--- src/rtl/singlecycle_pkg.sv ---
// Shared types for the decode stage: ALU/operand selects, RV32I opcodes,
// the decoded bundle carried from decode to execute, and the funct3 ALU map.
package singlecycle_pkg;

    typedef enum logic [3:0] {
        ALU_ADD  = 4'd0,
        ALU_SUB  = 4'd1,
        ALU_SLL  = 4'd2,
        ALU_SLT  = 4'd3,
        ALU_SLTU = 4'd4,
        ALU_XOR  = 4'd5,
        ALU_SRL  = 4'd6,
        ALU_SRA  = 4'd7,
        ALU_OR   = 4'd8,
        ALU_AND  = 4'd9
    } ALUSel_e;

    typedef enum logic [1:0] {
        OPA_RS1  = 2'd0,
        OPA_PC   = 2'd1,
        OPA_ZERO = 2'd2
    } OpASel_e;

    typedef enum logic {
        OPB_RS2 = 1'b0,
        OPB_IMM = 1'b1
    } OpBSel_e;

    localparam logic [6:0] OPC_OP     = 7'b0110011;
    localparam logic [6:0] OPC_OP_IMM = 7'b0010011;
    localparam logic [6:0] OPC_LUI    = 7'b0110111;
    localparam logic [6:0] OPC_AUIPC  = 7'b0010111;
    localparam logic [6:0] OPC_LOAD   = 7'b0000011;
    localparam logic [6:0] OPC_STORE  = 7'b0100011;
    localparam logic [6:0] OPC_BRANCH = 7'b1100011;
    localparam logic [6:0] OPC_JAL    = 7'b1101111;
    localparam logic [6:0] OPC_JALR   = 7'b1100111;

    localparam logic [6:0] F7_BASE = 7'b0000000;
    localparam logic [6:0] F7_ALT  = 7'b0100000;

    // Everything execute needs from one instruction; all-zero is the reset/NOP value.
    typedef struct packed {
        ALUSel_e     alu_op;
        OpASel_e     opa_sel;
        OpBSel_e     opb_sel;
        logic [31:0] imm;
        logic [4:0]  rs1_addr;
        logic [4:0]  rs2_addr;
        logic [4:0]  rd_addr;
        logic        rd_wren;
        logic [31:0] pc;
        logic        illegal;
    } id_bundle_t;

    // funct3 to ALU op; alt selects SUB/SRA in the 000/101 slots.
    function automatic ALUSel_e alu_from_funct3(input logic [2:0] funct3, input logic alt);
        ALUSel_e op;
        case (funct3)
            3'b000:  op = alt ? ALU_SUB : ALU_ADD;
            3'b001:  op = ALU_SLL;
            3'b010:  op = ALU_SLT;
            3'b011:  op = ALU_SLTU;
            3'b100:  op = ALU_XOR;
            3'b101:  op = alt ? ALU_SRA : ALU_SRL;
            3'b110:  op = ALU_OR;
            default: op = ALU_AND;
        endcase
        return op;
    endfunction

endpackage

--- src/rtl/id_stage_if.sv ---
// Fetch-side and execute-side handshake/bus of the decode stage.
// Handshake rule on both sides: a transfer happens on a rising clock edge
// where valid and ready are both high; while valid is high and ready is low
// the producer holds valid and payload unchanged.
interface id_stage_if;
    import singlecycle_pkg::*;

    logic        i_if_valid;
    logic        o_if_ready;
    logic [31:0] i_if_instr;
    logic [31:0] i_if_pc;
    logic        i_flush;
    logic        o_ex_valid;
    logic        i_ex_ready;
    ALUSel_e     o_ex_alu_op;
    OpASel_e     o_ex_opa_sel;
    OpBSel_e     o_ex_opb_sel;
    logic [31:0] o_ex_imm;
    logic [4:0]  o_ex_rs1_addr;
    logic [4:0]  o_ex_rs2_addr;
    logic [4:0]  o_ex_rd_addr;
    logic        o_ex_rd_wren;
    logic [31:0] o_ex_pc;
    logic        o_ex_illegal;

    // Environment side: fetch producer and execute consumer.
    modport master (
        output i_if_valid, i_if_instr, i_if_pc, i_flush, i_ex_ready,
        input  o_if_ready, o_ex_valid, o_ex_alu_op, o_ex_opa_sel, o_ex_opb_sel,
               o_ex_imm, o_ex_rs1_addr, o_ex_rs2_addr, o_ex_rd_addr,
               o_ex_rd_wren, o_ex_pc, o_ex_illegal
    );

    // Decode stage side.
    modport slave (
        input  i_if_valid, i_if_instr, i_if_pc, i_flush, i_ex_ready,
        output o_if_ready, o_ex_valid, o_ex_alu_op, o_ex_opa_sel, o_ex_opb_sel,
               o_ex_imm, o_ex_rs1_addr, o_ex_rs2_addr, o_ex_rd_addr,
               o_ex_rd_wren, o_ex_pc, o_ex_illegal
    );
endinterface

--- src/rtl/id_decoder.sv ---
// Purely combinational RV32I decoder producing one id_bundle_t per word.
module id_decoder
    import singlecycle_pkg::*;
#(
    parameter bit ILLEGAL_TRAP = 1'b1
) (
    input  logic [31:0] instr,
    input  logic [31:0] pc,
    output id_bundle_t  bundle
);
    logic [6:0]  opcode;
    logic [2:0]  funct3;
    logic [6:0]  funct7;
    logic [31:0] imm_i;
    logic [31:0] imm_s;
    logic [31:0] imm_b;
    logic [31:0] imm_u;
    logic [31:0] imm_j;

    assign opcode = instr[6:0];
    assign funct3 = instr[14:12];
    assign funct7 = instr[31:25];
    assign imm_i  = {{20{instr[31]}}, instr[31:20]};
    assign imm_s  = {{20{instr[31]}}, instr[31:25], instr[11:7]};
    assign imm_b  = {{19{instr[31]}}, instr[31], instr[7], instr[30:25], instr[11:8], 1'b0};
    assign imm_u  = {instr[31:12], 12'b0};
    assign imm_j  = {{11{instr[31]}}, instr[31], instr[19:12], instr[20], instr[30:21], 1'b0};

    ALUSel_e     alu_op;
    OpASel_e     opa_sel;
    OpBSel_e     opb_sel;
    logic [31:0] imm;
    logic        wren;
    logic        illegal;

    // Opcode-driven field selection; unsupported encodings become a NOP (ADD, no writeback).
    always_comb begin
        alu_op  = ALU_ADD;
        opa_sel = OPA_RS1;
        opb_sel = OPB_RS2;
        imm     = 32'd0;
        wren    = 1'b0;
        illegal = 1'b0;
        case (opcode)
            OPC_OP: begin
                if (funct7 == F7_BASE ||
                    (funct7 == F7_ALT && (funct3 == 3'b000 || funct3 == 3'b101))) begin
                    alu_op = alu_from_funct3(funct3, funct7[5]);
                    wren   = 1'b1;
                end else begin
                    illegal = 1'b1;
                end
            end
            OPC_OP_IMM: begin
                opb_sel = OPB_IMM;
                imm     = imm_i;
                if (funct3 == 3'b001) begin
                    // SLLI only exists with a zero upper shamt field
                    if (funct7 == F7_BASE) begin
                        alu_op = ALU_SLL;
                        wren   = 1'b1;
                    end else begin
                        illegal = 1'b1;
                    end
                end else if (funct3 == 3'b101) begin
                    if (funct7 == F7_BASE || funct7 == F7_ALT) begin
                        alu_op = funct7[5] ? ALU_SRA : ALU_SRL;
                        wren   = 1'b1;
                    end else begin
                        illegal = 1'b1;
                    end
                end else begin
                    // imm bit 30 is immediate data here, never a SUB select
                    alu_op = alu_from_funct3(funct3, 1'b0);
                    wren   = 1'b1;
                end
            end
            OPC_LUI: begin
                opa_sel = OPA_ZERO;
                opb_sel = OPB_IMM;
                imm     = imm_u;
                wren    = 1'b1;
            end
            OPC_AUIPC: begin
                opa_sel = OPA_PC;
                opb_sel = OPB_IMM;
                imm     = imm_u;
                wren    = 1'b1;
            end
            OPC_LOAD: begin
                opb_sel = OPB_IMM;
                imm     = imm_i;
                wren    = 1'b1;
            end
            OPC_STORE: begin
                opb_sel = OPB_IMM;
                imm     = imm_s;
            end
            OPC_BRANCH: begin
                opa_sel = OPA_PC;
                opb_sel = OPB_IMM;
                imm     = imm_b;
            end
            OPC_JAL: begin
                opa_sel = OPA_PC;
                opb_sel = OPB_IMM;
                imm     = imm_j;
                wren    = 1'b1;
            end
            OPC_JALR: begin
                opb_sel = OPB_IMM;
                imm     = imm_i;
                wren    = 1'b1;
            end
            default: illegal = 1'b1;
        endcase
    end

    // Pack the bundle; x0 is never written back.
    always_comb begin
        bundle          = '0;
        bundle.alu_op   = alu_op;
        bundle.opa_sel  = opa_sel;
        bundle.opb_sel  = opb_sel;
        bundle.imm      = imm;
        bundle.rs1_addr = instr[19:15];
        bundle.rs2_addr = instr[24:20];
        bundle.rd_addr  = instr[11:7];
        bundle.rd_wren  = wren & (instr[11:7] != 5'd0);
        bundle.pc       = pc;
        bundle.illegal  = illegal & ILLEGAL_TRAP;
    end

endmodule

--- src/rtl/id_stage.sv ---
// Decode pipeline stage: decoder in front of an output register plus one
// skid entry, so fetch sees a registered ready and no bundle is lost when
// execute stalls.
module id_stage
    import singlecycle_pkg::*;
#(
    parameter bit ILLEGAL_TRAP = 1'b1
) (
    input  logic    i_clk,
    input  logic    i_rst,
    id_stage_if.slave bus
);
    id_bundle_t dec_bundle;

    id_decoder #(
        .ILLEGAL_TRAP(ILLEGAL_TRAP)
    ) u_decoder (
        .instr (bus.i_if_instr),
        .pc    (bus.i_if_pc),
        .bundle(dec_bundle)
    );

    logic       out_valid_q, out_valid_n;
    id_bundle_t out_q, out_n;
    logic       skid_valid_q, skid_valid_n;
    id_bundle_t skid_q, skid_n;
    logic       if_ready_q, if_ready_n;

    logic in_xfer;
    logic out_xfer;

    assign in_xfer  = bus.i_if_valid & if_ready_q;
    assign out_xfer = out_valid_q & bus.i_ex_ready;

    // Next-state of output/skid entries. Skid is only filled while output is stalled,
    // and fetch is held off whenever skid is full, so skid refill and input never collide.
    always_comb begin
        out_valid_n  = out_valid_q;
        out_n        = out_q;
        skid_valid_n = skid_valid_q;
        skid_n       = skid_q;
        if (bus.i_flush) begin
            out_valid_n  = 1'b0;
            skid_valid_n = 1'b0;
        end else if (!out_valid_q || out_xfer) begin
            if (skid_valid_q) begin
                out_valid_n  = 1'b1;
                out_n        = skid_q;
                skid_valid_n = 1'b0;
            end else if (in_xfer) begin
                out_valid_n = 1'b1;
                out_n       = dec_bundle;
            end else begin
                out_valid_n = 1'b0;
            end
        end else if (in_xfer) begin
            skid_valid_n = 1'b1;
            skid_n       = dec_bundle;
        end
        if_ready_n = ~skid_valid_n;
    end

    // Stage registers; reset empties both entries and holds fetch off.
    always_ff @(posedge i_clk or posedge i_rst) begin
        if (i_rst) begin
            out_valid_q  <= 1'b0;
            out_q        <= '0;
            skid_valid_q <= 1'b0;
            skid_q       <= '0;
            if_ready_q   <= 1'b0;
        end else begin
            out_valid_q  <= out_valid_n;
            out_q        <= out_n;
            skid_valid_q <= skid_valid_n;
            skid_q       <= skid_n;
            if_ready_q   <= if_ready_n;
        end
    end

    // Drive the bus straight from the registers.
    always_comb begin
        bus.o_if_ready    = if_ready_q;
        bus.o_ex_valid    = out_valid_q;
        bus.o_ex_alu_op   = out_q.alu_op;
        bus.o_ex_opa_sel  = out_q.opa_sel;
        bus.o_ex_opb_sel  = out_q.opb_sel;
        bus.o_ex_imm      = out_q.imm;
        bus.o_ex_rs1_addr = out_q.rs1_addr;
        bus.o_ex_rs2_addr = out_q.rs2_addr;
        bus.o_ex_rd_addr  = out_q.rd_addr;
        bus.o_ex_rd_wren  = out_q.rd_wren;
        bus.o_ex_pc       = out_q.pc;
        bus.o_ex_illegal  = out_q.illegal;
    end

endmodule

--- src/flat_wrapper.sv ---
// flat-port wrapper written by rule: the top's interface ports become plain ports
module id_stage_flat import singlecycle_pkg::*;
#(
    parameter bit ILLEGAL_TRAP = 1'b1
)
  (i_clk, i_rst, bus_i_if_valid, bus_i_if_instr, bus_i_if_pc, bus_i_flush, bus_i_ex_ready, bus_o_if_ready, bus_o_ex_valid, bus_o_ex_alu_op, bus_o_ex_opa_sel, bus_o_ex_opb_sel, bus_o_ex_imm, bus_o_ex_rs1_addr, bus_o_ex_rs2_addr, bus_o_ex_rd_addr, bus_o_ex_rd_wren, bus_o_ex_pc, bus_o_ex_illegal);
  id_stage_if bus_i ();
  input  logic i_clk;
  input  logic i_rst;
  input wire logic [$bits(bus_i.i_if_valid)-1:0] bus_i_if_valid;
  input wire logic [$bits(bus_i.i_if_instr)-1:0] bus_i_if_instr;
  input wire logic [$bits(bus_i.i_if_pc)-1:0] bus_i_if_pc;
  input wire logic [$bits(bus_i.i_flush)-1:0] bus_i_flush;
  input wire logic [$bits(bus_i.i_ex_ready)-1:0] bus_i_ex_ready;
  output wire logic [$bits(bus_i.o_if_ready)-1:0] bus_o_if_ready;
  output wire logic [$bits(bus_i.o_ex_valid)-1:0] bus_o_ex_valid;
  output wire logic [$bits(bus_i.o_ex_alu_op)-1:0] bus_o_ex_alu_op;
  output wire logic [$bits(bus_i.o_ex_opa_sel)-1:0] bus_o_ex_opa_sel;
  output wire logic [$bits(bus_i.o_ex_opb_sel)-1:0] bus_o_ex_opb_sel;
  output wire logic [$bits(bus_i.o_ex_imm)-1:0] bus_o_ex_imm;
  output wire logic [$bits(bus_i.o_ex_rs1_addr)-1:0] bus_o_ex_rs1_addr;
  output wire logic [$bits(bus_i.o_ex_rs2_addr)-1:0] bus_o_ex_rs2_addr;
  output wire logic [$bits(bus_i.o_ex_rd_addr)-1:0] bus_o_ex_rd_addr;
  output wire logic [$bits(bus_i.o_ex_rd_wren)-1:0] bus_o_ex_rd_wren;
  output wire logic [$bits(bus_i.o_ex_pc)-1:0] bus_o_ex_pc;
  output wire logic [$bits(bus_i.o_ex_illegal)-1:0] bus_o_ex_illegal;
  assign bus_i.i_if_valid = bus_i_if_valid;
  assign bus_i.i_if_instr = bus_i_if_instr;
  assign bus_i.i_if_pc = bus_i_if_pc;
  assign bus_i.i_flush = bus_i_flush;
  assign bus_i.i_ex_ready = bus_i_ex_ready;
  assign bus_o_if_ready = bus_i.o_if_ready;
  assign bus_o_ex_valid = bus_i.o_ex_valid;
  assign bus_o_ex_alu_op = bus_i.o_ex_alu_op;
  assign bus_o_ex_opa_sel = bus_i.o_ex_opa_sel;
  assign bus_o_ex_opb_sel = bus_i.o_ex_opb_sel;
  assign bus_o_ex_imm = bus_i.o_ex_imm;
  assign bus_o_ex_rs1_addr = bus_i.o_ex_rs1_addr;
  assign bus_o_ex_rs2_addr = bus_i.o_ex_rs2_addr;
  assign bus_o_ex_rd_addr = bus_i.o_ex_rd_addr;
  assign bus_o_ex_rd_wren = bus_i.o_ex_rd_wren;
  assign bus_o_ex_pc = bus_i.o_ex_pc;
  assign bus_o_ex_illegal = bus_i.o_ex_illegal;
  id_stage #(.ILLEGAL_TRAP(ILLEGAL_TRAP)) u_core (.i_clk(i_clk), .i_rst(i_rst), .bus(bus_i));
endmodule
--- config.mk ---
export PLATFORM = sky130hd
export DESIGN_NAME = id_stage_flat
export DESIGN_NICKNAME = d
export VERILOG_FILES = /design/src/rtl/singlecycle_pkg.sv /design/src/rtl/id_stage_if.sv /design/src/rtl/id_decoder.sv /design/src/rtl/id_stage.sv /design/src/flat_wrapper.sv
export SDC_FILE = /design/constraint.sdc
export NUM_CORES = 1
export LEC_CHECK = 0
export BUFFER_PORTS_ARGS = -buffer_cell sky130_fd_sc_hd__clkbuf_2
export CORE_ASPECT_RATIO = 0.8
export CORE_UTILIZATION = 38
export CTS_CLUSTER_SIZE = 25
export DETAILED_ROUTE_END_ITERATION = 10
export HOLD_SLACK_MARGIN = 0.15
export REMOVE_ABC_BUFFERS = 1
export SYNTH_ARGS = -nofsm -noshare
export SYNTH_HDL_FRONTEND = slang
export SYNTH_SLANG_ARGS = --single-unit
export TNS_END_PERCENT = 100
--- constraint.sdc ---
create_clock -name i_clk -period 5.5 [get_ports i_clk]
set_input_delay 1.1 -clock i_clk [delete_from_list [all_inputs] [get_ports i_clk]]
set_output_delay 1.1 -clock i_clk [all_outputs]
set_load 0.03 [all_outputs]
== After elaboration in Yosys (flattened, before gate mapping) ==
Index checks and enable logic that the tools add are counted.
Storage, ports and cells
  register bits after elaboration: 179
  bits of input ports: 69
  output and inout port bits: 90
  latch bits: 0
  bits in read-only memories: 0
  memory bits (writable): 0
  memories kept: 0
  word-level logic and storage cells: 98
Cells by class
  shift operators: 0
  bitwise logic cells: 6
  mux-type cells: 34
  $add $sub $neg: 0
  $lt $le $gt $ge: 0
  eq/ne operators: 16
  div/mod/pow operators: 0
  $mul: 0
  reductions and logical operators: 19
Operator list (number)
  two-way mux 88 bit: 2
  one-hot mux 32 bit (5 select lines): 1
  equality test 7 x 6 -> 1 bit (second input constant): 4
  one-hot mux 4 bit (7 select lines): 1
  equality test 7 bit (second input constant): 3
  two-way mux 1 bit: 20
  one-hot mux 4 bit (5 select lines): 1
  equality test 7 x 5 -> 1 bit (second input constant): 2
  two-way mux 4 bit: 3
  equality test 3 bit (second input constant): 3
  one-hot mux 4 bit (2 select lines): 1
  OR reduction 8 bit: 1
  equality test 7 x 2 -> 1 bit (second input constant): 1
  zero test 7 bit: 1
  OR reduction 7 bit: 1
  equality test 3 x 2 -> 1 bit (second input constant): 2
  one-hot mux 1 bit (3 select lines): 2
  AND reduction 3 bit: 2
  OR reduction 3 bit: 2
  nonzero test 5 bit: 1
  OR reduction 5 bit: 1
  logical OR 1 bit: 4
  one-hot mux 2 bit (2 select lines): 1
  nonzero test 2 bit: 2
  9 further kinds: 13

== Depth between registers and ports, before layout ==
  depth after elaboration: 9
  depth in mapped cells: 8

== By module ==
From an unflattened synthesis, not the netlist that was laid out.
Second synthesis, totals
  cell total of the unflattened synthesis: 648
  area total of the unflattened synthesis: 8842.2 µm²
Modules (own cells, without submodules)
  id_stage: cells each 482, area each 7701.1 µm², instances 1
  id_decoder: cells each 166, area each 1141.1 µm², instances 1

== Worst setup path before layout ==
OpenSTA, ideal clock, no wires.
  path kind: input to register
  start: input bus_i_if_instr[5]
  end: register u_core.out_q, in the netlist u_core.bus.o_ex_imm[20]
  arrival time: 2.387 ns
  buffers on the path: 3
  data required time: 5.372 ns
  path slack: 2.985 ns
  setup time: 0.128 ns
  stages on the path: 8
  path through: buf_2 -> nand4b_1 -> a2bb2o_4 -> or2_4 -> buf_6 -> a21oi_2 -> buf_6 -> a211oi_2
Between the ends
  word-level cells in the longest chain between the ends: 5
  elaborated cells between the ends (all ways): 13
RTL lines
  from (decl): RTL line flat_wrapper.sv:11  | input wire logic [$bits(bus_i.i_if_instr)-1:0] bus_i_if_instr;
  equality test 7 x 5 -> 1 bit, or another cell as far along: RTL line id_decoder.sv:44  | case (opcode)
  OR reduction 3 bit (no line) or OR reduction 2 bit (tied branches)
  one-hot mux 32 bit (5 select lines) (*): RTL line id_decoder.sv:44
  two-way mux 88 bit (*): RTL line id_stage.sv:50  | end else if (in_xfer) begin
  two-way mux 88 bit (*): RTL line id_stage.sv:46  | if (skid_valid_q) begin
  to (signal assigned): RTL line id_stage.sv:73  | out_q <= out_n;
  to (decl): RTL line id_stage.sv:24  | id_bundle_t out_q, out_n;
Mark *: on every way between the ends. The rest lies on a longest branch, timed or not. The select of a mux whose other input is x is not followed.
A chain may end at the register's enable or synchronous reset.

== Worst setup path after layout ==
  start: register u_core.skid_valid_q
  end: register u_core.out_q, in the netlist u_core.bus.o_ex_imm[30]
Between the ends
  word-level cells in the longest chain between the ends: 2
  elaborated cells between the ends (all ways): 3
RTL lines
  from (decl): RTL line id_stage.sv:25  | logic skid_valid_q, skid_valid_n;
  from (signal assigned): RTL line id_stage.sv:74  | skid_valid_q <= skid_valid_n;
  nonzero test 2 bit (no line)
  AND reduction 3 bit (no line)
Several ways; a longest one is shown, not always the timed one.

==> flow_summary.ini <==
[outcome]
status = complete, no violations

[sta]
period_share_pct = 55.7
finalHoldViolCount = 0
whs_ns = 0.473
fmaxAchievable_mhz = 326
slew_violations = 0
max_slew.worst_pin.slew_ns = 0.966
min_period_ns = 3.06
setup_violations = 0
rsz0062_at_grt = no
maxSlewHeadroom_pct = 35.2
setup_tns_ns = 0
finClkSkew_ns = 0.0118

[routing]
drt-total-wl_um = 20900
drt_iter0_markers = 558
drt-vias-per-instance = 5.08
drc = 0
dr.pass1.iters = 5
vias = 6406
antenna_left = 0
routedWlPerCell_um = 16.6

[power]
p_seq_share_pct = 45.9
clkPwrFrac_pct = 35.8
p_leak_nw = 4.49
intPower_w = 0.00245
power_density_mw_per_mm2 = 372
pwr-share-comb_pct = 18.3
power_w = 0.00356
sw_frac_of_total_pct = 31.2
ir_drop_uv = 177
p_switching_w = 0.00111

[setup_path]
startpoint_type = register
reg2reg_setup_slack_ns = 2.44
cp_max_fo = 40
crit_type = reg -> reg
r2r_start = u_core.skid_valid_q$_DFF_PP0_
end_kind = register
r2r_end = u_core.bus.o_ex_imm[30]$_DFFE_PP0P_
critPathArrivalTime_ns = 3.33
reg2reg_depth = 4
cp_data_required_time_ns = 5.76

[hold_path]
min-delay-start = u_core.skid_q[81]$_DFFE_PP0P_
min_path_type = reg -> reg
hold_path_end = u_core.skid_q[81]$_DFFE_PP0P_
hold_depth = 2

[finish]
final_util_pct = 46.3
nets = 1047
area.growth.synth_to_final_pct = 19.3
final_cell_area_mm2 = 0.00958
n_antenna_cell = 0
fill_cells = 1984
drive_gt1_share_pct = 22.8

[clocking]
cts_tree = done
cts_setup_buffers = 0
cts_buffers = 17
path_clk_slew_ns = 0.07
clock_path_buffers = 2
cts_resized = 0
hold_buffers = 0
cts_root_buffer = clkbuf_16
cts_sinks = 179
clock_latency_ns = 0.43
htreeDepth = 4

[die]
die-area_mm2 = 0.0217
start_util_pct = 38.8
die_w_um = 165
coreArea_mm2 = 0.0207
ios = 159
die_h_um = 132
num_rows = 47

[grt]
antenna_found_initial = 0
grt_usage_pct = 19.9
grt_pass1_wl_um = 33600
grt_pass1_vias = 6155
grt_overflow = 0
grt_max_degree = 102

[logic_synthesis]
yosys.area.top_type = dfrtp_1
synth_ff_type = dfrtp_1
synthTopCellsByArea = dfrtp_1 (56%), nand2_1 (12%), mux2i_1 (5.9%)
synth_area_per_cell_um2 = 9.43
yosys.cell_types.count = 52
synthArstFlopShare_pct = 100
synthCells = 851
synth_top_cell_area_share_pct = 55.8
syn_area_mm2 = 0.00803
synth_seq_area_share_pct = 55.8
yosys_warnings = 0
synth_edf_count = 0
yosys_register_bits = 179

[place]
placed_area_mm2 = 0.00897
hpwl_um = 13500
port_buffers = 158
gp_congestion = 0.819

[run]
drv_cap = 0
-- cell families after synthesis --
logic type / Yosys count / share of synthesized area, %
compound gates: 188 / 14.4
xor+xnor: 1 / 0.109
buf+inv: 65 / 3.74
flops: 179 / 55.8
mux: 47 / 5.86
simple gates: 371 / 20.1
-- sequential cells by signal, indices dropped and copies added (netlist names), 2 cells and up --
register,cells
u_core.bus.o_ex_alu_op,4
u_core.bus.o_ex_rd_addr,5
u_core.bus.o_ex_rs1_addr,5
u_core.bus.o_ex_opa_sel,2
u_core.bus.o_ex_rs2_addr,5
u_core.bus.o_ex_imm,32
u_core.bus.o_ex_pc,32
u_core.skid_q,88
-- per-stage QoR --
step,std cells,setup WS (ns)
2_1_floorplan,794,-0.459
3_3_place_gp,1228,2.27
3_5_place_dp,1228,2.17
4_1_cts,1260,2.42
5_1_grt,1260,2.30
6_report,1260,2.44
-- final cells by class --
cell class	count	area (um^2)	area share, %
clock buffer	18	439	4.58
clock inverter	14	170	1.78
inverter	8	35.0	0.366
multi-input combinational	607	3270	34.2
sequential	179	4480	46.8
tap	269	337	3.51
timing repair buffer	165	843	8.80
-- placed cells by master, fill, tap and decap left out, types with 3 or more instances in the layout --
cell       synthesis  final
a211oi_1           3      3
dfrtp_1          179    178
a211oi_2          10     10
o21ai_0           77     77
o211ai_1           7      7
a22oi_1            4      4
o21ai_1           13     13
inv_6              0      6
buf_4              2      7
a21oi_1           40     40
clkinv_2           0      4
nand3_1           13     12
nand2_1          255    255
a31oi_1            7      7
nand2b_1           6      6
nor4_1             4      4
o22ai_1           12     12
nor2b_1            5      5
mux2i_1           47     47
clkbuf_16          0     17
and3_1             9      8
bufinv_16          0      3
nor2_1            45     45
inv_1              8      7
clkbuf_2           1    158
nor3_1            15     15
-- routing by layer --
metal	vias to the layer above	wire length, um	GRT usage, %
li1	3139	-	-
met1	3052	10800	30.9
met2	199	8730	28.5
met3	16	1170	3.37
met4	0	201	5.30
met5	-	0	0
-- cell usage after synthesis, types with 3 or more instances --
master and count:
dfrtp_1 179, a22oi_1 4, inv_1 8, a21oi_1 40, nand2_1 255, o21ai_1 13
buf_6 3, o21ai_0 77, nand2b_1 6, nand3_1 13, a31oi_1 7, or3_1 3
clkbuf_1 29, a211oi_1 3, a211oi_2 10, nor2b_1 5, buf_2 20, nor3_1 15
o22ai_1 12, nor2_1 45, mux2i_1 47, and3_1 9, nor4_1 4, o211ai_1 7
-- power by group through the flow --
stage                     sequential, W  combinational (W)  clock [W]
after floorplan                 0.00183           0.000250          0
after global placement          0.00166           0.000647          0
after detailed placement        0.00166           0.000658          0
after CTS                       0.00164           0.000661    0.00130
after global routing            0.00166           0.000724    0.00135
final                           0.00164           0.000653    0.00128
-- how the worst max path moves through the flow --
stage,slack (ns),start,to
finish,2.44,u_core.skid_valid_q$_DFF_PP0_,u_core.bus.o_ex_imm[30]$_DFFE_PP0P_
global route,2.30,u_core.skid_valid_q$_DFF_PP0_,u_core.bus.o_ex_imm[29]$_DFFE_PP0P_
CTS,2.42,u_core.skid_valid_q$_DFF_PP0_,u_core.bus.o_ex_imm[30]$_DFFE_PP0P_
detailed placement,2.17,bus_i_if_valid,u_core.bus.o_ex_pc[1]$_DFFE_PP0P_
global placement,2.27,bus_i_if_valid,u_core.bus.o_ex_pc[13]$_DFFE_PP0P_
floorplan,-0.46,i_rst,u_core.bus.o_ex_alu_op[0]$_DFFE_PP0P_
-- critical path, stage by stage (launching register included) --
cell and delay [ns]:
dfrtp_4 0.76, inv_1 0.65, nand2_1 0.54, a21oi_2 0.77
a211oi_1 0.16
Power figures use the tool's default switching activity.
